$ cat src/rtl/uart_bus_pkg.sv
// Shared types and default timing for the two-requester UART bus arbiter.
package uart_bus_pkg;

    typedef enum logic [1:0] {
        ST_IDLE   = 2'd0,
        ST_SETUP  = 2'd1,
        ST_STROBE = 2'd2,
        ST_HOLD   = 2'd3
    } state_t;

    localparam int unsigned DEF_SETUP_CYC  = 1;
    localparam int unsigned DEF_STROBE_CYC = 2;
    localparam int unsigned DEF_HOLD_CYC   = 1;

    function automatic int unsigned max3(int unsigned x, int unsigned y, int unsigned z);
        int unsigned m;
        m = (x > y) ? x : y;
        return (m > z) ? m : z;
    endfunction

endpackage

$ cat src/rtl/uart_bus_arb_if.sv
// Requester and UART-bus signal bundle; master is the arbiter side.
interface uart_bus_arb_if;
    logic       req0, req1;
    logic       we0, we1;
    logic       ch0, ch1;
    logic [2:0] addr0, addr1;
    logic [7:0] wdata0, wdata1;
    logic       done0, done1;
    logic [7:0] rdata;
    logic       busy;
    logic [2:0] a;
    logic       cs_0, cs_1;
    logic       rd_, wr_;
    logic [7:0] dbus_o;
    logic       dbus_oe;
    logic [7:0] dbus_i;

    modport master (
        input  req0, req1, we0, we1, ch0, ch1, addr0, addr1, wdata0, wdata1, dbus_i,
        output done0, done1, rdata, busy, a, cs_0, cs_1, rd_, wr_, dbus_o, dbus_oe
    );

    modport slave (
        output req0, req1, we0, we1, ch0, ch1, addr0, addr1, wdata0, wdata1, dbus_i,
        input  done0, done1, rdata, busy, a, cs_0, cs_1, rd_, wr_, dbus_o, dbus_oe
    );
endinterface

$ cat src/rtl/rr_arb2.sv
// Two-way round-robin grant; the requester not granted last wins a tie.
module rr_arb2 (
    input  logic       clk,
    input  logic       rst,
    input  logic [1:0] req,
    input  logic       update,
    output logic [1:0] gnt
);
    logic last;

    always_comb begin
        gnt = req;
        if (req == 2'b11) gnt = last ? 2'b01 : 2'b10;
    end

    // Reset value 1 gives requester 0 priority on the first tie.
    always_ff @(posedge clk or posedge rst) begin
        if (rst)         last <= 1'b1;
        else if (update) last <= gnt[1];
    end
endmodule

$ cat src/rtl/uart_bus_arb.sv
// Arbitrates two requesters onto a UART register bus with setup/strobe/hold timing.
module uart_bus_arb
    import uart_bus_pkg::*;
#(
    parameter int unsigned SETUP_CYC  = DEF_SETUP_CYC,
    parameter int unsigned STROBE_CYC = DEF_STROBE_CYC,
    parameter int unsigned HOLD_CYC   = DEF_HOLD_CYC
) (
    input  logic           clkin,
    input  logic           reset,
    uart_bus_arb_if.master bus
);
    localparam int unsigned MAX_CYC = max3(SETUP_CYC, STROBE_CYC, HOLD_CYC);
    localparam int unsigned CNT_W   = $clog2(MAX_CYC + 1);

    state_t           state;
    logic [CNT_W-1:0] cnt;
    logic             we_q, gid_q, busy_q, rd_q, wr_q, oe_q;
    logic [1:0]       cs_q, done_q;
    logic [2:0]       a_q;
    logic [7:0]       dout_q, rdata_q;

    logic [1:0] req_v, arb_req, gnt;
    logic       g_we, g_ch;
    logic [2:0] g_addr;
    logic [7:0] g_wdata;
    logic       setup_last, strobe_last, hold_last;

    // The requester just served is masked during its done cycle.
    assign req_v   = {bus.req1, bus.req0} & ~done_q;
    assign arb_req = (state == ST_IDLE) ? req_v : 2'b00;

    rr_arb2 u_arb (
        .clk    (clkin),
        .rst    (reset),
        .req    (arb_req),
        .update (|gnt),
        .gnt    (gnt)
    );

    assign g_we    = gnt[1] ? bus.we1    : bus.we0;
    assign g_ch    = gnt[1] ? bus.ch1    : bus.ch0;
    assign g_addr  = gnt[1] ? bus.addr1  : bus.addr0;
    assign g_wdata = gnt[1] ? bus.wdata1 : bus.wdata0;

    assign setup_last  = (cnt == CNT_W'(SETUP_CYC - 1));
    assign strobe_last = (cnt == CNT_W'(STROBE_CYC - 1));
    assign hold_last   = (cnt == CNT_W'(HOLD_CYC - 1));

    always_ff @(posedge clkin or posedge reset) begin
        if (reset) begin
            state   <= ST_IDLE;
            cnt     <= '0;
            we_q    <= 1'b0;
            gid_q   <= 1'b0;
            busy_q  <= 1'b0;
            cs_q    <= 2'b00;
            a_q     <= 3'd0;
            rd_q    <= 1'b1;
            wr_q    <= 1'b1;
            oe_q    <= 1'b0;
            dout_q  <= 8'h00;
            done_q  <= 2'b00;
            rdata_q <= 8'h00;
        end else begin
            done_q <= 2'b00;
            case (state)
                ST_IDLE: begin
                    if (|gnt) begin
                        state  <= ST_SETUP;
                        cnt    <= '0;
                        busy_q <= 1'b1;
                        gid_q  <= gnt[1];
                        we_q   <= g_we;
                        cs_q   <= g_ch ? 2'b10 : 2'b01;
                        a_q    <= g_addr;
                        oe_q   <= g_we;
                        dout_q <= g_we ? g_wdata : 8'h00;
                    end
                end
                ST_SETUP: begin
                    if (setup_last) begin
                        state <= ST_STROBE;
                        cnt   <= '0;
                        if (we_q) wr_q <= 1'b0;
                        else      rd_q <= 1'b0;
                    end else begin
                        cnt <= cnt + CNT_W'(1);
                    end
                end
                ST_STROBE: begin
                    if (strobe_last) begin
                        state <= ST_HOLD;
                        cnt   <= '0;
                        rd_q  <= 1'b1;
                        wr_q  <= 1'b1;
                        if (!we_q) rdata_q <= bus.dbus_i;
                    end else begin
                        cnt <= cnt + CNT_W'(1);
                    end
                end
                ST_HOLD: begin
                    if (hold_last) begin
                        state  <= ST_IDLE;
                        cnt    <= '0;
                        busy_q <= 1'b0;
                        cs_q   <= 2'b00;
                        a_q    <= 3'd0;
                        oe_q   <= 1'b0;
                        dout_q <= 8'h00;
                        done_q <= gid_q ? 2'b10 : 2'b01;
                    end else begin
                        cnt <= cnt + CNT_W'(1);
                    end
                end
                default: state <= ST_IDLE;
            endcase
        end
    end

    assign bus.done0   = done_q[0];
    assign bus.done1   = done_q[1];
    assign bus.rdata   = rdata_q;
    assign bus.busy    = busy_q;
    assign bus.a       = a_q;
    assign bus.cs_0    = cs_q[0];
    assign bus.cs_1    = cs_q[1];
    assign bus.rd_     = rd_q;
    assign bus.wr_     = wr_q;
    assign bus.dbus_o  = dout_q;
    assign bus.dbus_oe = oe_q;
endmodule
$ cat src/flat_wrapper.sv
// flat-port wrapper written by rule: the top's interface ports become plain ports
module uart_bus_arb_flat import uart_bus_pkg::*;
#(
    parameter int unsigned SETUP_CYC  = DEF_SETUP_CYC,
    parameter int unsigned STROBE_CYC = DEF_STROBE_CYC,
    parameter int unsigned HOLD_CYC   = DEF_HOLD_CYC
)
  (clkin, reset, bus_req0, bus_req1, bus_we0, bus_we1, bus_ch0, bus_ch1, bus_addr0, bus_addr1, bus_wdata0, bus_wdata1, bus_dbus_i, bus_done0, bus_done1, bus_rdata, bus_busy, bus_a, bus_cs_0, bus_cs_1, bus_rd_, bus_wr_, bus_dbus_o, bus_dbus_oe);
  uart_bus_arb_if bus_i ();
  input  logic clkin;
  input  logic reset;
  input wire logic [$bits(bus_i.req0)-1:0] bus_req0;
  input wire logic [$bits(bus_i.req1)-1:0] bus_req1;
  input wire logic [$bits(bus_i.we0)-1:0] bus_we0;
  input wire logic [$bits(bus_i.we1)-1:0] bus_we1;
  input wire logic [$bits(bus_i.ch0)-1:0] bus_ch0;
  input wire logic [$bits(bus_i.ch1)-1:0] bus_ch1;
  input wire logic [$bits(bus_i.addr0)-1:0] bus_addr0;
  input wire logic [$bits(bus_i.addr1)-1:0] bus_addr1;
  input wire logic [$bits(bus_i.wdata0)-1:0] bus_wdata0;
  input wire logic [$bits(bus_i.wdata1)-1:0] bus_wdata1;
  input wire logic [$bits(bus_i.dbus_i)-1:0] bus_dbus_i;
  output wire logic [$bits(bus_i.done0)-1:0] bus_done0;
  output wire logic [$bits(bus_i.done1)-1:0] bus_done1;
  output wire logic [$bits(bus_i.rdata)-1:0] bus_rdata;
  output wire logic [$bits(bus_i.busy)-1:0] bus_busy;
  output wire logic [$bits(bus_i.a)-1:0] bus_a;
  output wire logic [$bits(bus_i.cs_0)-1:0] bus_cs_0;
  output wire logic [$bits(bus_i.cs_1)-1:0] bus_cs_1;
  output wire logic [$bits(bus_i.rd_)-1:0] bus_rd_;
  output wire logic [$bits(bus_i.wr_)-1:0] bus_wr_;
  output wire logic [$bits(bus_i.dbus_o)-1:0] bus_dbus_o;
  output wire logic [$bits(bus_i.dbus_oe)-1:0] bus_dbus_oe;
  assign bus_i.req0 = bus_req0;
  assign bus_i.req1 = bus_req1;
  assign bus_i.we0 = bus_we0;
  assign bus_i.we1 = bus_we1;
  assign bus_i.ch0 = bus_ch0;
  assign bus_i.ch1 = bus_ch1;
  assign bus_i.addr0 = bus_addr0;
  assign bus_i.addr1 = bus_addr1;
  assign bus_i.wdata0 = bus_wdata0;
  assign bus_i.wdata1 = bus_wdata1;
  assign bus_i.dbus_i = bus_dbus_i;
  assign bus_done0 = bus_i.done0;
  assign bus_done1 = bus_i.done1;
  assign bus_rdata = bus_i.rdata;
  assign bus_busy = bus_i.busy;
  assign bus_a = bus_i.a;
  assign bus_cs_0 = bus_i.cs_0;
  assign bus_cs_1 = bus_i.cs_1;
  assign bus_rd_ = bus_i.rd_;
  assign bus_wr_ = bus_i.wr_;
  assign bus_dbus_o = bus_i.dbus_o;
  assign bus_dbus_oe = bus_i.dbus_oe;
  uart_bus_arb #(.SETUP_CYC(SETUP_CYC), .STROBE_CYC(STROBE_CYC), .HOLD_CYC(HOLD_CYC)) u_core (.clkin(clkin), .reset(reset), .bus(bus_i));
endmodule
$ cat config.mk
export PLATFORM = sky130hd
export DESIGN_NAME = uart_bus_arb_flat
export DESIGN_NICKNAME = d
export VERILOG_FILES = /design/src/rtl/uart_bus_pkg.sv /design/src/rtl/uart_bus_arb_if.sv /design/src/rtl/rr_arb2.sv /design/src/rtl/uart_bus_arb.sv /design/src/flat_wrapper.sv
export SDC_FILE = /design/constraint.sdc
export NUM_CORES = 1
export LEC_CHECK = 0
export CAP_MARGIN = 20
export CORE_ASPECT_RATIO = 0.5
export CORE_MARGIN = 4
export CORE_UTILIZATION = 44
export CTS_CLUSTER_DIAMETER = 30
export DETAILED_ROUTE_END_ITERATION = 10
export PLACE_DENSITY_LB_ADDON = 0.25
export SYNTH_ARGS = -nofsm -noshare
export SYNTH_HDL_FRONTEND = slang
export SYNTH_SLANG_ARGS = --single-unit
$ cat constraint.sdc
create_clock -name clkin -period 2 [get_ports clkin]
set_input_delay 0.4 -clock clkin [delete_from_list [all_inputs] [get_ports clkin]]
set_output_delay 0.4 -clock clkin [all_outputs]
set_load 0.05 [all_outputs]
==> results of run 1 <==
[power groups by stage]
| stage | clock [mW] | combinational, mW | sequential, mW |
|---|---|---|---|
| after floorplan | 0 | 0.873 | 1.90 |
| after global placement | 0 | 2.39 | 1.17 |
| after detailed placement | 0 | 2.43 | 1.17 |
| after CTS | 0.527 | 2.44 | 1.17 |
| after global routing | 0.557 | 2.59 | 1.20 |
| final | 0.513 | 2.42 | 1.17 |
[cells by family after synthesis]
family	share of synthesized area, %
AND/OR/NAND/NOR	13.2
AO/OA/AOI/OAI	13.8
flip-flops	49.2
multiplexers	14.0
buffers and inverters	4.17
adder cells (fa/ha/maj)	5.76
[per-layer routing]
| metal | vias up | part of all wire [%] | global-route usage (%) |
|---|---|---|---|
| met1 | 678 | 43 | 18.2 |
| met2 | 42 | 48 | 27.9 |
| met5 | - | 0 | 0 |
| met4 | 0 | 1.4 | 6.29 |
| met3 | 5 | 8.0 | 6.64 |
| li1 | 705 | - | - |
[registers in the layout, summed over array words and instances, names as in the netlist]
name,count
u_core.bus.rdata,8
u_core.cnt,2
u_core.gid_q,1
u_core.state,2
u_core.bus.busy,1
u_core.u_arb.last,1
u_core.cs_q,2
u_core.bus.wr_,1
u_core.we_q,1
u_core.bus.rd_,1
u_core.done_q,2
u_core.bus.a,3
u_core.bus.dbus_oe,1
u_core.bus.dbus_o,8
[stage by stage]
stage                     hold WS (ps)  cell area (µm²)  util, %  std cells
after floorplan                    416             1740        -        160
after global placement             451             2470     68.6        279
after detailed placement           449             2470     68.6        279
after CTS                          458             2560     71.1        287
after global routing               487             2560     71.1        287
final                              464             2560     71.1        287
[placed cells by master, fill, tap and decap left out, types with 2 or more instances in the layout]
cell             Yosys  layout
a21o_2               2       2
a21oi_1              7       7
a22o_1               9       9
buf_4                2      10
clkbuf_8             0       6
clkdlybuf4s50_1      0      62
dfrtp_1             31      31
dfstp_2              3       3
ha_1                 8       8
inv_1                6       6
mux2_2              10      10
mux2i_1             13      13
nand2_1             31      31
nand2b_1             3       3
nand3b_1             2       2
nor2_1               5       5
o21ai_0             12      12
[cell type report]
class | count | area [µm²]
fill | 268 | 1040
tap | 51 | 63.8
clock buffer | 7 | 86.3
clock inverter | 1 | 5.00
timing repair buffer | 73 | 716
multi-input combinational | 114 | 811
inverter | 7 | 26.3
sequential | 34 | 855
[worst min path at each step]
| stage | start | end | slack, ps |
|---|---|---|---|
| after detailed placement | u_core.gid_q | u_core.done_q[0] | 450 |
| after global routing | u_core.gid_q | u_core.done_q[0] | 490 |
| after global placement | u_core.gid_q | u_core.done_q[0] | 450 |
| final | u_core.gid_q | u_core.done_q[0] | 460 |
| after CTS | u_core.gid_q | u_core.done_q[0] | 460 |
| after floorplan | u_core.gid_q | u_core.done_q[0] | 420 |
==> results.yml, run 1 <==
worst_setup_path:
  path_class: "flip-flop to primary output"
  crit_fanout: 3
  path_cells: "clkdlybuf4s50_1"
  max_stage_delay_ps: 830
  worstPathArrival_ps: 1510
  critPathLaunchType: "flip-flop"
  path_depth: 1
  cp-endpoint: "bus_done0"
  worstReg2RegEnd: "u_core.we_q"
  cp.required_ps: 1600
  cp_slowest_cell: "clkdlybuf4s50_1"
  r2r-start: "u_core.state[0]"
  rrSetupSlack_ps: 210
  crit_start: "u_core.done_q[0]"
  path_buf_inv: 1
  ff2ff_path_depth: 7
  critical_path.top_delay_family: "buffers and inverters"
  crit_path_end_kind: "primary output"
synth:
  synth.area.top_cells: "dfrtp_1 45%, mux2i_1 7.5%, nand2_1 6.7%"
  synth_edf_count: 0
  synth_seq_cells: 34
  ys_top_cells_by_count: "31 x dfrtp_1, 31 x nand2_1, 13 x mux2i_1"
  synthArstFlopShare_pct: 100
  synth_nets: 206
  syn_area_per_cell_um2: 10.9
  synth_top_area_share_pct: 44.6
  yosys.area.top_type: "dfrtp_1"
  synth_cell_types: 31
  ys.warnings.count: 0
  synth_flop_cell: "dfrtp_1"
  syn_area_um2: 1740
  ys_seq_area_share_pct: 49.2
  synthCells: 160
timing:
  rsz0062_at_grt: "false"
  slew_headroom_pct: 66.1
  min_period_ps: 1910
  drv_slew: 0
  skew_ps: 3.50
  hold_viol_final: 0
  setup_violations: 0
  tns_ps: 0
  fmax_mhz: 523
  worst_pin_slew_ps: 506
  min_period_over_period_pct: 95.6
  setup_slack_ps: 88.3
floorplanning:
  core_um2: 3600
  dieArea_um2: 5080
  start_util_pct: 48.2
  die_y_um: 52.4
  rows: 15
  io-pin-count: 65
  dieWidth_um: 96.9
routing:
  drc_errors: 0
  drtIter0Drc: 51
  ant_nets: 0
  via_per_inst: 4.98
  drtPass1Iterations: 4
  vias: 1430
  wl_per_cell_um: 13.3
  wirelength_mm: 3.80
pwr:
  seq_power_share_pct: 28.4
  swShare_pct: 45.5
  leakage_nw: 1.12
  netSwitchingPower_mw: 1.87
  p_int_mw: 2.24
  p_per_area_nw_per_um2: 1600
  power.share.clock_pct: 12.5
  ir_drop_v: 0.000599
  finalPower_mw: 4.10
  power_frac_comb_pct: 59.1
placed_design:
  io_buffers: 64
  dp_hpwl_mm: 2.90
  place_congestion: 0.764
  pre_cts_ws_ps: -16.8
finish:
  n_antenna_cell: 0
  area_growth_pct: 47.4
  drive_gt1_share_pct: 16.5
  fin_nets: 281
global_route:
  grt_max_degree: 35
  grt-ovfl-total: 0
  grt_pass1_wl_mm: 6.40
  grt_use_total_pct: 16.1
  first_global_vias: 1393
  antenna_found_initial: 0
clock_network:
  cts_hold_buf: 0
  cts_buffers: 5
  path_clk_slew_ps: 60
  cts_tree: "yes"
  cts-root-buf: "clkbuf_8"
  htreeDepth: 2
  clkSinkCount: 34
  clock_latency_ps: 280
  cts_resized: 0
  post_cts_buffers: 0
  clock_path_buffers: 2
status:
  status: "finished, final reports clean"
min_path:
  min_delay_path_depth: 1
  hp-class: "flip-flop to flip-flop"
flow_run:
  drv_cap: 0
(Power assumes the default switching activity.)
==> run 2: changes to the inputs <==
Settings changed: GPL_ROUTABILITY_DRIVEN set to 1.
==> results of run 2 <==
The final DEF is identical to that of run 1; final timing and power are the same.
==> run 3: changes to the inputs <==
Settings changed: GPL_ROUTABILITY_DRIVEN 1 to not set.
==> results of run 3 <==
The final DEF is identical to that of run 1; final timing and power are the same.
